--- config.mk ---
export PLATFORM = sky130hd
export DESIGN_NAME = stream_matvec_dot_flat
export DESIGN_NICKNAME = d
export VERILOG_FILES = /design/src/rtl/stream_matvec_dot_if.sv /design/src/rtl/stream_matvec_dot.sv /design/src/flat_wrapper.sv
export SDC_FILE = /design/constraint.sdc
export NUM_CORES = 1
export LEC_CHECK = 0
export CAP_MARGIN = 15
export CORE_ASPECT_RATIO = 2
export CORE_MARGIN = 8
export CORE_UTILIZATION = 35
export DETAILED_ROUTE_END_ITERATION = 10
export PLACE_DENSITY = 0.56
export RECOVER_POWER = 50
export SYNTH_ARGS = -nofsm -noshare
export SYNTH_HDL_FRONTEND = slang
export SYNTH_SLANG_ARGS = --single-unit
export TNS_END_PERCENT = 1
--- constraint.sdc ---
create_clock -name clk -period 12.82 [get_ports clk]
set_input_delay 2.564 -clock clk [delete_from_list [all_inputs] [get_ports clk]]
set_output_delay 2.564 -clock clk [all_outputs]
set_load 0.05 [all_outputs]
--- src/rtl/stream_matvec_dot_if.sv ---
// Valid/ready stream bundle used between the matrix-vector pipeline stages.
interface axi_stream_if #(
  parameter int DATA_W = 32
);
  logic [DATA_W-1:0] tdata;
  logic              tvalid;
  logic              tready;
  logic              tlast;

  modport axi_in  (input tdata, input tvalid, input tlast, output tready);
  modport axi_out (output tdata, output tvalid, output tlast, input tready);
endinterface

--- src/rtl/stream_matvec_dot.sv ---
// Row-wise dot product of a replayed vector stream against a row-major matrix
// stream; one signed accumulator word leaves per matrix row.
module stream_matvec_dot #(
  parameter int D_W          = 8,
  parameter int ACC_W        = 32,
  parameter int MATRIXSIZE_W = 24
) (
  input  logic                    clk,
  input  logic                    rst,
  axi_stream_if.axi_in            in_vec,
  axi_stream_if.axi_in            in_mat,
  axi_stream_if.axi_out           out_res,
  input  logic [MATRIXSIZE_W-1:0] DIM1,
  input  logic [MATRIXSIZE_W-1:0] DIM2,
  output logic                    err
);
  typedef enum logic [1:0] {S_RESET, S_IDLE, S_RUN} state_t;

  state_t                  state_reg, state_next;
  logic [MATRIXSIZE_W-1:0] dim1_reg, dim2_reg;
  logic [MATRIXSIZE_W-1:0] colcnt_reg, rowcnt_reg;
  logic signed [ACC_W-1:0] acc_reg, acc_next, out_data_reg, product_ext;
  logic signed [2*D_W-1:0] product;
  logic                    out_valid_reg, out_last_reg, err_reg;
  logic                    col_last, row_last, blocked, run, fire, frame_bad;

  assign col_last = (colcnt_reg == dim2_reg - MATRIXSIZE_W'(1));
  assign row_last = (rowcnt_reg == dim1_reg - MATRIXSIZE_W'(1));

  // Only the row-closing element needs the output register; earlier ones never stall.
  assign blocked = col_last & out_valid_reg & ~out_res.tready;

  assign product     = $signed(in_vec.tdata[D_W-1:0]) * $signed(in_mat.tdata[D_W-1:0]);
  assign product_ext = ACC_W'(product);
  assign acc_next    = ((colcnt_reg == '0) ? '0 : acc_reg) + product_ext;
  assign frame_bad   = (in_vec.tlast != (row_last & col_last)) |
                       (in_mat.tlast != (row_last & col_last));

  always_ff @(posedge clk) begin
    if (!rst) state_reg <= S_RESET;
    else      state_reg <= state_next;
  end

  always_comb begin
    state_next = state_reg;
    case (state_reg)
      S_RESET: state_next = S_IDLE;
      S_IDLE:  if (in_vec.tvalid && in_mat.tvalid) state_next = S_RUN;
      S_RUN:   if (fire && col_last && row_last) state_next = S_IDLE;
      default: state_next = S_RESET;
    endcase
  end

  always_comb begin
    run           = (state_reg == S_RUN);
    fire          = in_vec.tvalid & in_mat.tvalid & run & ~blocked;
    in_vec.tready = run & in_mat.tvalid & ~blocked;
    in_mat.tready = run & in_vec.tvalid & ~blocked;
  end

  always_ff @(posedge clk) begin
    if (!rst) begin
      dim1_reg      <= '0;
      dim2_reg      <= '0;
      colcnt_reg    <= '0;
      rowcnt_reg    <= '0;
      acc_reg       <= '0;
      out_data_reg  <= '0;
      out_valid_reg <= 1'b0;
      out_last_reg  <= 1'b0;
      err_reg       <= 1'b0;
    end else begin
      if (state_reg == S_IDLE && state_next == S_RUN) begin
        dim1_reg <= DIM1;
        dim2_reg <= DIM2;
      end
      if (fire) begin
        if (frame_bad) err_reg <= 1'b1;
        if (col_last) begin
          colcnt_reg    <= '0;
          rowcnt_reg    <= row_last ? '0 : rowcnt_reg + MATRIXSIZE_W'(1);
          out_data_reg  <= acc_next;
          out_valid_reg <= 1'b1;
          out_last_reg  <= row_last;
        end else begin
          colcnt_reg <= colcnt_reg + MATRIXSIZE_W'(1);
          acc_reg    <= acc_next;
        end
      end
      if (out_valid_reg && out_res.tready && !(fire && col_last))
        out_valid_reg <= 1'b0;
    end
  end

  assign out_res.tdata  = out_data_reg;
  assign out_res.tvalid = out_valid_reg;
  assign out_res.tlast  = out_last_reg;
  assign err            = err_reg;
endmodule

--- src/flat_wrapper.sv ---
// flat-port wrapper written by rule: the top's interface ports become plain ports
module stream_matvec_dot_flat 
#(
  parameter int D_W          = 8,
  parameter int ACC_W        = 32,
  parameter int MATRIXSIZE_W = 24
)
  (clk, rst, DIM1, DIM2, err, in_vec_tdata, in_vec_tvalid, in_vec_tlast, in_vec_tready, in_mat_tdata, in_mat_tvalid, in_mat_tlast, in_mat_tready, out_res_tdata, out_res_tvalid, out_res_tlast, out_res_tready);
  axi_stream_if #(.DATA_W(8)) in_vec_i ();
  axi_stream_if #(.DATA_W(8)) in_mat_i ();
  axi_stream_if #(.DATA_W(32)) out_res_i ();
  input  logic clk;
  input  logic rst;
  input  logic [MATRIXSIZE_W-1:0] DIM1;
  input  logic [MATRIXSIZE_W-1:0] DIM2;
  output logic err;
  input wire logic [$bits(in_vec_i.tdata)-1:0] in_vec_tdata;
  input wire logic [$bits(in_vec_i.tvalid)-1:0] in_vec_tvalid;
  input wire logic [$bits(in_vec_i.tlast)-1:0] in_vec_tlast;
  output wire logic [$bits(in_vec_i.tready)-1:0] in_vec_tready;
  input wire logic [$bits(in_mat_i.tdata)-1:0] in_mat_tdata;
  input wire logic [$bits(in_mat_i.tvalid)-1:0] in_mat_tvalid;
  input wire logic [$bits(in_mat_i.tlast)-1:0] in_mat_tlast;
  output wire logic [$bits(in_mat_i.tready)-1:0] in_mat_tready;
  output wire logic [$bits(out_res_i.tdata)-1:0] out_res_tdata;
  output wire logic [$bits(out_res_i.tvalid)-1:0] out_res_tvalid;
  output wire logic [$bits(out_res_i.tlast)-1:0] out_res_tlast;
  input wire logic [$bits(out_res_i.tready)-1:0] out_res_tready;
  assign in_vec_i.tdata = in_vec_tdata;
  assign in_vec_i.tvalid = in_vec_tvalid;
  assign in_vec_i.tlast = in_vec_tlast;
  assign in_vec_tready = in_vec_i.tready;
  assign in_mat_i.tdata = in_mat_tdata;
  assign in_mat_i.tvalid = in_mat_tvalid;
  assign in_mat_i.tlast = in_mat_tlast;
  assign in_mat_tready = in_mat_i.tready;
  assign out_res_tdata = out_res_i.tdata;
  assign out_res_tvalid = out_res_i.tvalid;
  assign out_res_tlast = out_res_i.tlast;
  assign out_res_i.tready = out_res_tready;
  stream_matvec_dot #(.D_W(D_W), .ACC_W(ACC_W), .MATRIXSIZE_W(MATRIXSIZE_W)) u_core (.clk(clk), .rst(rst), .in_vec(in_vec_i), .in_mat(in_mat_i), .out_res(out_res_i), .DIM1(DIM1), .DIM2(DIM2), .err(err));
endmodule
### Yosys cells after proc, flatten, opt, wreduce, memory -nomap -nowiden

Index checks and enable logic that the tools add are counted.

| operators by class | value |
|---|---|
| add/subtract/negate cells | 5 |
| multipliers | 1 |
| div/mod/pow operators | 0 |
| $lt $le $gt $ge | 0 |
| equal/unequal tests | 7 |
| shifts and indexed selects | 0 |
| multiplexer cells | 6 |
| bitwise gates (word level) | 15 |
| reduce and logical (&&, ||, !) cells | 13 |

Operators with widths:

| kind | number |
|---|---|
| $add 24x1->24 const B | 2 |
| $eq 24x24->1 | 2 |
| $mux 24 | 2 |
| $sub 24x1->24 const B | 2 |
| $add 32x32->32 | 1 |
| $mux 32 | 1 |
| $logic_not 24->1 | 1 |
| $mul 8x8->16 | 1 |
| $and 1x1->1 | 10 |
| $logic_and 1x1->1 | 6 |
| $pmux 2 s3 | 1 |
| $reduce_and 2->1 | 3 |
| $eq 2x2->1 const B | 2 |
| $mux 2 | 2 |
| $not 1->1 | 4 |
| $eq 2x1->1 const B | 1 |
| $logic_not 2->1 | 1 |
| $ne 1x1->1 | 2 |
| $reduce_or 2->1 | 1 |
| $logic_not 1->1 | 1 |
| $or 1x1->1 | 1 |

| word-level totals | value |
|---|---|
| flip-flop bits (word level) | 165 |
| bits in latches | 0 |
| RAM bits | 0 |
| ROM bits | 0 |
| input bits | 71 |
| memories | 0 |

### Depth between registers and ports, before layout

| logic depth | value |
|---|---|
| depth after elaboration | 12 |
| mapped depth | 30 |
| depth with buffers taken out | 30 |

### Worst setup path before layout

OpenSTA, ideal clock, no wires.

| path | value |
|---|---|
| kind | input -> register |
| start point | in in_mat_tdata[3] |
| end point | reg u_core.acc_reg[26] |
| setup time | 87 ps |
| data arrival time | 9,750 ps |
| data required time | 12,733 ps |
| path slack | 2,983 ps |
| cell stages on the path | 26 |
| cell sequence | and2_1 fa_1 inv_1 fa_1 inv_1 fa_1 inv_1 fa_1 inv_1 ha_1 or4_1 o21bai_1 o211ai_1 xor2_1 clkbuf_1 clkbuf_1 buf_1 ha_1 and3_1 nand2b_1 a21o_1 a21oi_1 o21ai_0 a32o_1 or4_1 o31ai_1 |

| on the way | value |
|---|---|
| cells in the longest elaborated chain, start to end | 2 |

Ends and longest elaborated chain:

| element | line | text |
|---|---|---|
| start, declared | flat_wrapper.sv:21 | `input wire logic [$bits(in_mat_i.tdata)-1:0] in_mat_tdata;` |
| $mul 8x8->16 | stream_matvec_dot.sv:33 | `assign product = $signed(in_vec.tdata[D_W-1:0]) * $signed(in_mat.tdata[D_W-1:0]);` |
| $add 32x32->32 | stream_matvec_dot.sv:35 | `assign acc_next = ((colcnt_reg == '0) ? '0 : acc_reg) + product_ext;` |
| end signal, assigned | stream_matvec_dot.sv:87 | `acc_reg <= acc_next;` |
| end, declared | stream_matvec_dot.sv:22 | `logic signed [ACC_W-1:0] acc_reg, acc_next, out_data_reg, product_ext;` |

No other way between the ends.
A chain may end at the register's enable or synchronous reset.

### Final worst setup path

| path | value |
|---|---|
| start point | in in_mat_tdata[3] |
| end point | reg u_core.acc_reg[29] |

The elaborated chain is that of the path after synthesis.

==> results_dict.tcl <==
set metrics [dict create \
    postCtsHoldBufs 0 \
    first_global_vias 11986 \
    cts_sinks 165 \
    reg2reg_depth 20 \
    netlist_area_um2 12700 \
    synthToLayoutAreaGrowth_pct 15.5 \
    slew_headroom_pct -145 \
    p_leak_nw 5.84 \
    holdWs_ns 0.450 \
    numPortBuffers 107 \
    wirelength_mm 38.3 \
    async_flop_share_pct 0 \
    hold_path.class "reg -> reg" \
    clk-insertion-delay-late_ns 0.45 \
    violations "max-capacitance violations, max-slew violations" \
    first_pass_iters 8 \
    powerDensity_nw_per_um2 180 \
    synthCells 1642 \
    initial_core_util_pct 35.5 \
    clk_pin_slew_ns 0.08 \
    finalCritPeriodShare_pct 79.1 \
    syn_avg_cell_area_um2 7.73 \
    synthTopCellsByArea "dfxtp_1 26%, fa_1 8.8%, nand2_1 7.7%" \
    place_area_um2 14100 \
    min_path_cells 2 \
    n_antenna_cell 0 \
    multiInputGateArea_um2 8630 \
    num_io_pins 108 \
    ant_nets 0 \
    synth_warnings 0 \
    crit_path_end_kind "flip-flop" \
    fin_skew_ns 0.00949 \
    final_nets 1884 \
    yosysTopAreaCellShare_pct 26.0 \
    row_count 98 \
    grt_usage_pct 18.2 \
    setup_viol 0 \
    design_area_um2 14700 \
    synth_nets 1830 \
    drv_cap 3 \
    drt_iter0_markers 425 \
    cts_resized 0 \
    h-tree-depth 4 \
    fillers 3734 \
    core_area_um2 35800 \
    finalHoldViolCount 0 \
    fin_crit_ns 10.14 \
    status "complete, but fails checks" \
    cts_tree "done" \
    antenna_found_initial 0 \
    worst_slew_pin_slew_ns 3.67 \
    drive_gt1_share_pct 3.86 \
    yosys.area.top_type "dfxtp_1" \
    slew_violations 162 \
    gp_congestion 0.886 \
    viasPerCell 5.30 \
    dpl.hpwl_mm 30.2 \
    cts-root-buf "clkbuf_16" \
    peakVddDrop_v 0.000143 \
    instances_no_fill 2159 \
    vias 11439 \
    grt_overflow 0 \
    cts_buffers 17 \
    grt_max_degree 79 \
    cts_buffer_depth 2 \
    fp.dieW_um 151 \
    die_area_um2 43000 \
    post_drt_wl_per_cell_um 17.7 \
    rsz0062_at_grt "no" \
    synth_cell_types 80 \
    final_cell_mix "259 x nand2_1, 168 x a21oi_1, 165 x dfxtp_1" \
    cp_max_fo 22 \
    place_inst 2127 \
    tns_ns 0 \
    drc 0 \
    timing.fmax_ghz 0.0986 \
    crit_arrival_ns 10.41 \
    yosysSeqAreaShare_pct 26.0 \
    cp-start-kind "primary input" \
    critPathKind "in -> reg" \
    grt_pass1_wl_mm 61.9 \
    final_common_cell "nand2_1" \
    cp.required_ns 13.09 \
    synth-main-ff-cell "dfxtp_1" \
    synth_edf_count 0 \
    seqCellArea_um2 3300 \
    yosys_register_bits 165 \
    cts_setup_buffers 0 \
    die_h_um 285 \
]
worst max-delay path, stage by stage:
cell,delay (ns)
clkdlybuf4s50_1,0.57
and2_1,0.29
fa_1,0.64
inv_1,0.16
fa_1,0.56
inv_1,0.06
fa_1,0.54
inv_1,0.06
fa_1,0.53
inv_1,0.04
ha_1,0.22
or4_1,0.54
o211ai_1,0.48
xor2_4,0.55
buf_4,0.36
ha_1,0.33
a21oi_1,0.28
o21ai_0,0.20
and4_1,0.24
o21ai_0,0.31
nand2_1,0.11
or3_1,0.36
a31oi_1,0.23
o311ai_0,0.17
area by class of cell:
| class | count | area share, % |
|---|---|---|
| Sequential cell | 165 | 22.5 |
| Clock inverter | 15 | 1.23 |
| Clock buffer | 17 | 2.90 |
| Tap cell | 450 | 3.84 |
| Multi-Input combinational cell | 1281 | 58.9 |
| Inverter | 116 | 2.98 |
| Timing Repair Buffer | 115 | 7.66 |
kinds of logic (layout without fill, tap and decap cells):
kind of cell             after synthesis  after routing  synth area share (%)
AND/OR/NAND/NOR                      689            689                  26.9
multiplexers                          10             10                 0.818
flip-flops                           165            165                  26.0
XOR/XNOR                             146            146                  10.3
adder cells (fa/ha/maj)              117            117                  14.8
buffers and inverters                196            263                  6.20
AO/OA/AOI/OAI                        319            319                  14.9
cells in the mapped netlist, types with 5 or more instances:
cell type and instances:
a211oi_1 7, a21o_1 11, a21oi_1 168, a31oi_1 11, and2_1 78, and3_1 18, and4_1 6, buf_2 7
buf_6 5, clkbuf_1 62, dfxtp_1 165, fa_1 56, ha_1 61, inv_1 115, mux2i_1 7, nand2_1 259
nand2b_1 12, nand3_1 48, nand3b_1 6, nand4_1 18, nand4b_1 7, nor2_1 117, nor2b_1 15, nor3_1 40
nor4_1 18, o211ai_1 7, o21a_1 8, o21ai_0 46, o21bai_1 12, o31ai_1 6, or3_1 16, or4_1 7
xnor2_1 91, xor2_1 53
stage by stage:
stage	util (%)	setup WS (ns)	power (mW)
after global routing	41.0	2.17	2.86
after floorplan	-	2.98	1.72
after detailed placement	39.3	2.26	2.12
after CTS	41.0	2.71	2.66
after global placement	39.3	2.43	2.10
final	41.0	2.68	2.64
final timing paths:
check / start / end / slack [ns]
max: in_mat_tdata[3] / u_core.acc_reg[29] / 2.68
min: u_core.acc_reg[14] / u_core.acc_reg[14] / 0.45
max reg2reg: u_core.colcnt_reg[0] / u_core.acc_reg[26] / 7.14
min reg2reg: u_core.acc_reg[14] / u_core.acc_reg[14] / 0.45
where the power goes:
part           switching, mW  leakage (nW)  total [mW]  internal [mW]
clock network          0.263         0.292       0.528          0.265
logic                  0.957          4.22        1.58          0.622
registers             0.0125          1.33       0.533          0.521
total                   1.23          5.84        2.64           1.41
per-layer routing:
layer / routed length [um] / vias to the layer above / global-route usage [%]
met2: 22100 / 255 / 36.9
met4: 1420 / 0 / 7.98
met1: 13400 / 5432 / 17.0
li1: - / 5667 / -
met5: 0 / - / 0
met3: 1370 / 85 / 2.82
Power figures use the tool's default switching activity.
